**config.mk**
```make
export PLATFORM = sky130hd
export DESIGN_NAME = multicycle_control_fsm
export DESIGN_NICKNAME = d
export VERILOG_FILES = /design/src/rtl/multicycle_control_fsm.sv
export SDC_FILE = /design/constraint.sdc
export NUM_CORES = 1
export LEC_CHECK = 0
export ABC_AREA = 1
export BUFFER_PORTS_ARGS = -buffer_cell sky130_fd_sc_hd__buf_4
export CORE_MARGIN = 3
export CORE_UTILIZATION = 43
export DETAILED_ROUTE_END_ITERATION = 10
export PLACE_DENSITY_LB_ADDON = 0.15
export SYNTH_ARGS = -nofsm -noshare
export SYNTH_HDL_FRONTEND = slang
export SYNTH_SLANG_ARGS = --single-unit
```
**constraint.sdc**
```tcl
create_clock -name clk -period 2 [get_ports clk]
set_input_delay 0.4 -clock clk [delete_from_list [all_inputs] [get_ports clk]]
set_output_delay 0.4 -clock clk [all_outputs]
set_load 0.01 [all_outputs]
```
**src/rtl/multicycle_control_fsm.sv**
```systemverilog
// -----------------------------------------------------------------------------
// multicycle_control_fsm
//
// Control unit for a multicycle MIPS datapath. One instruction walks through
// FETCH / DECODE / EXEC / MEM / WB style states, so that one ALU, one register
// file and one unified memory can be reused across cycles. The ALU computes
// PC+4, the branch target and the execute result in different cycles.
// alu_op drives the downstream ALUControl block.
//
// Optional feature (compile-time macro PERF_CNT_EN):
//   defined   -> retired_cnt counts every instr_done pulse, including
//                illegal-instruction NOPs. Reset clears it and it wraps at
//                2^CNT_W.
//   undefined -> there is no counter logic and retired_cnt is tied to 0.
//
// Parameters:
//   CNT_W        width of retired_cnt
//
// Ports:
//   clk          rising-edge clock
//   reset        synchronous, active-high; forces every output to 0
//   opcode       IR[31:26] from the instruction register
//   funct        IR[5:0] from the instruction register
//   zero         ALU zero flag, used to resolve beq/bne
//   mem_ready    memory completes the current request this cycle
//   mem_req      memory request, held until mem_ready
//   mem_we       write strobe, only meaningful together with mem_req
//   iord         memory address select: 0 = PC, 1 = ALUOut
//   ir_write     load the instruction register
//   pc_write     load the PC
//   pc_src       PC source: 00 = ALU result, 01 = ALUOut, 10 = rs
//   alu_src_a    ALU A select: 0 = PC, 1 = A register
//   alu_src_b    ALU B select: 00 = B, 01 = 4, 10 = imm, 11 = imm<<2
//   alu_op       operation class for ALUControl
//   reg_write    register file write enable
//   reg_dst      destination select: 0 = rt, 1 = rd
//   mem_to_reg   write-back source: 0 = ALUOut, 1 = MDR
//   instr_done   one-cycle pulse when an instruction retires
//   illegal      one-cycle pulse for an unsupported opcode or funct
//   retired_cnt  retired-instruction counter
// -----------------------------------------------------------------------------
module multicycle_control_fsm #(
    parameter int CNT_W = 32
) (
    input  logic             clk,
    input  logic             reset,
    input  logic [5:0]       opcode,
    input  logic [5:0]       funct,
    input  logic             zero,
    input  logic             mem_ready,
    output logic             mem_req,
    output logic             mem_we,
    output logic             iord,
    output logic             ir_write,
    output logic             pc_write,
    output logic [1:0]       pc_src,
    output logic             alu_src_a,
    output logic [1:0]       alu_src_b,
    output logic [3:0]       alu_op,
    output logic             reg_write,
    output logic             reg_dst,
    output logic             mem_to_reg,
    output logic             instr_done,
    output logic             illegal,
    output logic [CNT_W-1:0] retired_cnt
);

    localparam logic [5:0] OP_R    = 6'b000000;
    localparam logic [5:0] OP_ADDI = 6'b001000;
    localparam logic [5:0] OP_ORI  = 6'b001101;
    localparam logic [5:0] OP_ANDI = 6'b001100;
    localparam logic [5:0] OP_LUI  = 6'b001111;
    localparam logic [5:0] OP_LW   = 6'b100011;
    localparam logic [5:0] OP_SW   = 6'b101011;
    localparam logic [5:0] OP_BEQ  = 6'b000100;
    localparam logic [5:0] OP_BNE  = 6'b000101;
    localparam logic [5:0] FN_JR   = 6'b001000;

    typedef enum logic [3:0] {
        S_FETCH  = 4'd0,
        S_DECODE = 4'd1,
        S_EXEC_R = 4'd2,
        S_EXEC_I = 4'd3,
        S_WB_R   = 4'd4,
        S_WB_I   = 4'd5,
        S_ADDR   = 4'd6,
        S_MEM    = 4'd7,
        S_WB_LW  = 4'd8,
        S_BRANCH = 4'd9,
        S_JR     = 4'd10
    } state_t;

    state_t state;
    state_t next_state;
    logic   funct_ok;
    logic   is_sw;
    logic   is_bne;

    // State register. Reset always returns to FETCH.
    always_ff @(posedge clk) begin
        if (reset) begin
            state <= S_FETCH;
        end else begin
            state <= next_state;
        end
    end

    // R-type functions the datapath can execute. jr is handled separately in DECODE.
    always_comb begin
        funct_ok = 1'b0;
        case (funct)
            6'b100000, 6'b100010, 6'b100100, 6'b100101,
            6'b100111, 6'b000000, 6'b000010: funct_ok = 1'b1;
            default:                         funct_ok = 1'b0;
        endcase
    end

    assign is_sw  = (opcode == OP_SW);
    assign is_bne = (opcode == OP_BNE);

    // Next-state and Moore output decode. FETCH and MEM also use mem_ready so
    // that their loads/retires happen only when memory actually completes.
    // Unused state encodings fall into the default branch and go back to FETCH.
    always_comb begin
        next_state = state;
        mem_req    = 1'b0;
        mem_we     = 1'b0;
        iord       = 1'b0;
        ir_write   = 1'b0;
        pc_write   = 1'b0;
        pc_src     = 2'b00;
        alu_src_a  = 1'b0;
        alu_src_b  = 2'b00;
        alu_op     = 4'b0000;
        reg_write  = 1'b0;
        reg_dst    = 1'b0;
        mem_to_reg = 1'b0;
        instr_done = 1'b0;
        illegal    = 1'b0;

        case (state)
            S_FETCH: begin
                mem_req   = 1'b1;
                alu_src_b = 2'b01;
                ir_write  = mem_ready;
                pc_write  = mem_ready;
                if (mem_ready) begin
                    next_state = S_DECODE;
                end
            end
            S_DECODE: begin
                // ALU computes the branch target here, speculatively, into ALUOut.
                alu_src_b = 2'b11;
                case (opcode)
                    OP_R: begin
                        if (funct == FN_JR) begin
                            next_state = S_JR;
                        end else if (funct_ok) begin
                            next_state = S_EXEC_R;
                        end else begin
                            illegal    = 1'b1;
                            instr_done = 1'b1;
                            next_state = S_FETCH;
                        end
                    end
                    OP_ADDI, OP_ORI, OP_ANDI, OP_LUI: next_state = S_EXEC_I;
                    OP_LW, OP_SW:                     next_state = S_ADDR;
                    OP_BEQ, OP_BNE:                   next_state = S_BRANCH;
                    default: begin
                        illegal    = 1'b1;
                        instr_done = 1'b1;
                        next_state = S_FETCH;
                    end
                endcase
            end
            S_EXEC_R: begin
                alu_src_a  = 1'b1;
                alu_op     = 4'b0111;
                next_state = S_WB_R;
            end
            S_EXEC_I: begin
                alu_src_a = 1'b1;
                alu_src_b = 2'b10;
                case (opcode)
                    OP_ORI:  alu_op = 4'b0001;
                    OP_ANDI: alu_op = 4'b0010;
                    OP_LUI:  alu_op = 4'b0011;
                    default: alu_op = 4'b0000;
                endcase
                next_state = S_WB_I;
            end
            S_WB_R: begin
                reg_write  = 1'b1;
                reg_dst    = 1'b1;
                instr_done = 1'b1;
                next_state = S_FETCH;
            end
            S_WB_I: begin
                reg_write  = 1'b1;
                instr_done = 1'b1;
                next_state = S_FETCH;
            end
            S_ADDR: begin
                alu_src_a  = 1'b1;
                alu_src_b  = 2'b10;
                alu_op     = is_sw ? 4'b0101 : 4'b0100;
                next_state = S_MEM;
            end
            S_MEM: begin
                // Request and address stay asserted until memory completes.
                mem_req = 1'b1;
                iord    = 1'b1;
                mem_we  = is_sw;
                if (mem_ready) begin
                    if (is_sw) begin
                        instr_done = 1'b1;
                        next_state = S_FETCH;
                    end else begin
                        next_state = S_WB_LW;
                    end
                end
            end
            S_WB_LW: begin
                reg_write  = 1'b1;
                mem_to_reg = 1'b1;
                instr_done = 1'b1;
                next_state = S_FETCH;
            end
            S_BRANCH: begin
                alu_src_a  = 1'b1;
                alu_op     = is_bne ? 4'b1001 : 4'b1000;
                pc_src     = 2'b01;
                pc_write   = is_bne ? ~zero : zero;
                instr_done = 1'b1;
                next_state = S_FETCH;
            end
            S_JR: begin
                pc_src     = 2'b10;
                pc_write   = 1'b1;
                instr_done = 1'b1;
                next_state = S_FETCH;
            end
            default: begin
                next_state = S_FETCH;
            end
        endcase

        // Reset silences everything, so a memory request in flight is dropped
        // in the same cycle.
        if (reset) begin
            mem_req    = 1'b0;
            mem_we     = 1'b0;
            iord       = 1'b0;
            ir_write   = 1'b0;
            pc_write   = 1'b0;
            pc_src     = 2'b00;
            alu_src_a  = 1'b0;
            alu_src_b  = 2'b00;
            alu_op     = 4'b0000;
            reg_write  = 1'b0;
            reg_dst    = 1'b0;
            mem_to_reg = 1'b0;
            instr_done = 1'b0;
            illegal    = 1'b0;
        end
    end

`ifdef PERF_CNT_EN
    logic [CNT_W-1:0] retired_q;

    // Retired-instruction counter. It wraps naturally at 2^CNT_W.
    always_ff @(posedge clk) begin
        if (reset) begin
            retired_q <= '0;
        end else if (instr_done) begin
            retired_q <= retired_q + CNT_W'(1);
        end
    end

    assign retired_cnt = reset ? '0 : retired_q;
`else
    assign retired_cnt = '0;
`endif

endmodule

```
Word-level counts from Yosys, hierarchy flattened. Cells that the tools add are included.

Equal/unequal tests: 27. Mux-type cells: 45. Bitwise operators: 1. Reductions and logical operators: 14.

Operators with widths (number): equality test 6 bit, second input constant (7); case mux 4 bit (4 select lines) (2); equality test 6 x 4 -> 1 bit, second input constant (5); two-way mux 1 bit (28); case mux 4 bit (6 select lines) (1); two-way mux 4 bit (5); equality test 4 x 3 -> 1 bit, second input constant (4); equality test 4 bit, second input constant (3); equality test 6 x 3 -> 1 bit, second input constant (2); logical NOT 6 bit (2); case mux 2 bit (3 select lines) (2); equality test 4 x 2 -> 1 bit, second input constant (2); OR reduction 2 bit (4); OR reduction 4 bit (2); OR reduction 8 bit (1); OR reduction 7 bit (1); equality test 6 x 2 -> 1 bit, second input constant (1); two-way mux 2 bit (3); case mux 1 bit (3 select lines) (2); OR reduction 5 bit (1); equality test 4 x 1 -> 1 bit, second input constant (1); logical NOT 4 bit (1); != test 2 bit, second input constant (2); case mux 2 bit (2 select lines) (1); other kinds (4) (4).

Register bits: 4. Input bits: 16. Logic and storage cells: 88.

Longest topological paths before layout.
Depth in word-level cells: 8. Depth in mapped cells: 10. Gate-level depth less buffers: 10.

Worst setup path after synthesis. No wires, ideal clock.

Kind: in2out. Start: input reset. End: output reg_dst. Data arrival time: 1140 ps. Path slack: 460 ps. Cell stages on the path: 3. Cells stage by stage: clkbuf_1 or2_2 nor3_1.

Word-level cells in the longest chain between the ends: 1.

Ends and longest elaborated chain: start, declared (line 46) `input logic reset,`; two-way mux 1 bit (line 250) `if (reset) begin`; end, declared (line 61) `output logic reg_dst,`.

Every way passes these cells.

Worst setup path after layout.
Start: register state[2]. End: output alu_op[1].

Word-level cells in the longest chain between the ends: 3. Elaborated cells on any way between the ends: 6. Those cells by class: eq/ne (4); mux (2).

Ends and longest elaborated chain: start, declared (line 93) `state_t state;`; start signal, assigned (line 104) `state <= next_state;`; equality test 4 bit (tied with other cells) (line 141) `case (state)`; case mux 4 bit (4 select lines) (*) (line 141); two-way mux 4 bit (*) (line 250); end, declared (line 59) `output logic [3:0] alu_op,`.

Every way passes the cells marked *; elsewhere a longest branch is shown, timed or not.

==> impl_results.md <==
* Post-route ant nets at 0
* Sequential share of the synthesized area at 0.0885
* PortBufs at 34
* Setup violators final at 0
* TritonCTS Buffers at 3
* Worst setup EP type: output pin
* Clk_skew at 0.00396 ns
* Row count at 15
* Final Cell Area at 1100 sq um
* Worst VDD drop at 0.306 mV
* Max-Cap Viols at 0
* Drt via density at 4.44
* Residual DRC at 0
* Synth cell types at 23
* Max H-tree Level at 1
* Final period util at 0.935
* RR Endpoint: state[3]$_SDFFE_PP0P_
* Hold Buf Count CTS at 0
* WP data required at 1.60 ns
* Area Overhead vs Synth at 21.7%
* Hold Path Class: input pin to flop
* Io pins at 67
* Placed insts at 225
* Die Width at 51.9 microns
* Clk slew on worst S/H paths at 0.03 ns
* Cell Area, Placed at 1070 sq um
* Top Registers: state x4
* Gr usage total at 0.143
* Leak at 0.657 nW
* Core Area at 1860 sq um
* Synth Warn # at 0
* CTS tree: done
* Hold WS at 0.471 ns
* Drt pass-1 iters at 4
* Post-DP HPWL at 1.79 mm
* Skew-Pair Late Insertion Delay at 0.23 ns
* Mapped cell area at 905 sq um
* First-pass GRT wire length at 3.07 mm
* Mapped Cells at 168
* Setup CP Type: flop to output pin
* Vias in the first global route at 814
* Clk buf depth at 2
* R2r worst-path depth at 8
* Critical path startpoint category: flop
* Initial antenna violation count at 0
* Hold Path Sink: state[0]$_SDFFE_PP0P_
* Die area at 2690 sq um
* Final Critical Period at 1.87 ns
* Initial core utilization at 0.487
* R2r setup slk at 0.70 ns
* Launch point of the worst reg-to-reg path: state[3]$_SDFFE_PP0P_
* # fillers at 197
* Critical path arrival at 1.47 ns
* Final hold violations at 0
* Fin cells at 228
* Slew Viols, Final at 0
* Total power at 0.327 mW
* Syn_area_per_cell at 5.38 sq um
* Routed WL per cell at 9.50 microns
* Ant diodes at 0
* Count of nets after finishing at 221
* Pwr dens at 297 nW/um^2
* Post-synth top area cell: buf_4
* Yosys reg bits at 4
* CTS sink count at 4
* DR iter-0 viols at 18
* Status: finished clean
* Achievable Freq at 535 MHz
* Crit-path max FO at 4
* Area share of the largest cell type after synthesis at 0.266
* Final worst slack at 0.129 ns
* WHS Path Cells at 2
* RSZ-0062 raised after global routing: true
* Routed vias at 1013
* Hold Startpoint: reset
* Biggest register: state
* Pin count of the biggest net entering global routing at 18
* Final GP Congestion at 0.899
* GRT overflow at 0
* Routed wire length at 2.17 mm
* Die height at 51.9 microns
* Top post-synthesis cells by area: buf_4 27%, nand2_1 14%, nor2_1 12%
* Root buf cell: clkbuf_4
* Pre-CTS WS at 0.165 ns
* Fraction of layout cells with a size suffix above 1 at 0.271
* Max reg flops at 4
kinds of logic (layout without fill, tap and decap cells):
group	count (synthesis)	in the layout	synth area share
buffers and inverters	60	64	0.382
AOI/OAI and AO/OA	17	17	0.107
and+or+nand+nor	86	86	0.419
other	1	32	0.00415
DFF	4	4	0.0885
layout make-up:
cell class	count	area (sq um)	share of cell area
inverter	26	97.6	0.0886
tap	25	31.3	0.0284
clock buffer	3	22.5	0.0205
sequential	4	81.3	0.0739
timing repair buffer	35	263	0.239
multi-input combinational	135	606	0.550
worst max path at each step:
stage	start	endpoint	slack, ns	cells after the start
2_1_floorplan	reset	reg_dst	0.46	3
3_3_place_gp	opcode[3]	instr_done	0.20	8
3_5_place_dp	opcode[0]	instr_done	0.16	9
4_1_cts	state[2]$_SDFFE_PP0P_	alu_op[1]	0.12	8
5_1_grt	state[2]$_SDFFE_PP0P_	alu_op[1]	-0.02	8
6_report	state[2]$_SDFFE_PP0P_	alu_op[1]	0.13	8
cell usage after synthesis:
master	count
nor3_1	2
o21bai_1	1
o21ai_1	4
dfxtp_1	4
nor2_1	29
nand2_1	34
or2_1	1
or2_2	1
inv_2	5
nand4_2	1
nand3b_1	2
o21ai_2	1
clkbuf_1	2
nand3_1	9
conb_1	1
buf_4	32
inv_1	21
a31oi_1	2
nor3_2	1
and2_1	1
o211ai_1	1
nor2_2	5
a21oi_1	8
per-stage QoR:
step / TNS [ns] / utilization
floorplan: 0 / -
global placement: 0 / 0.574
detailed placement: 0 / 0.574
CTS: 0 / 0.587
global route: -0.0190 / 0.593
finish: 0 / 0.593
report_power, final:
| part | total (mW) | switching (mW) | internal (mW) | leakage (nW) |
|---|---|---|---|---|
| combinational | 0.145 | 0.0918 | 0.0532 | 0.610 |
| sequential | 0.0859 | 0.00305 | 0.0828 | 0.0330 |
| clock | 0.0965 | 0.0296 | 0.0669 | 0.0138 |
| total | 0.327 | 0.124 | 0.203 | 0.657 |
timing repair:
action                     CTS  global route
setup endpoints to repair    0             2
resized for setup            0             4
setup buffers                0             0
cells in the final DEF (no fill, tap or decap):
cell / Yosys / layout
conb_1: 1 / 32
o21bai_1: 1 / 1
a21oi_1: 8 / 8
nand3_1: 9 / 9
a31oi_1: 2 / 2
nor2_1: 29 / 28
nand2_1: 34 / 33
or2_1: 1 / 1
nand4_2: 1 / 1
inv_2: 5 / 5
o211ai_1: 1 / 1
inv_1: 21 / 21
or2_2: 1 / 1
nand2_2: 0 / 1
nor3_1: 2 / 2
nor2_2: 5 / 5
and2_1: 1 / 1
clkbuf_4: 0 / 3
nand3b_1: 2 / 2
dfxtp_2: 0 / 1
o21ai_2: 1 / 1
dfxtp_1: 4 / 3
nor3_2: 1 / 1
nor2_4: 0 / 1
buf_4: 32 / 35
o21ai_1: 4 / 4
worst max-delay path, stage by stage, from the launching register on:
cell and delay, ns:
dfxtp_1 0.35, nor2_4 0.16, inv_2 0.07, nor2_2 0.11, inv_2 0.05, nor3_2 0.12
o21ai_1 0.08, a21oi_1 0.15, buf_4 0.14
metal layers:
metal  global-route usage  vias up  part of all wire
met5                    0        -                 0
li1                     -      524                 -
met2                0.247       67              0.46
met4               0.0437        0            0.0055
met3               0.0143        2              0.12
met1                0.183      420              0.41
Note: power is estimated with default switching activity, not from simulation.
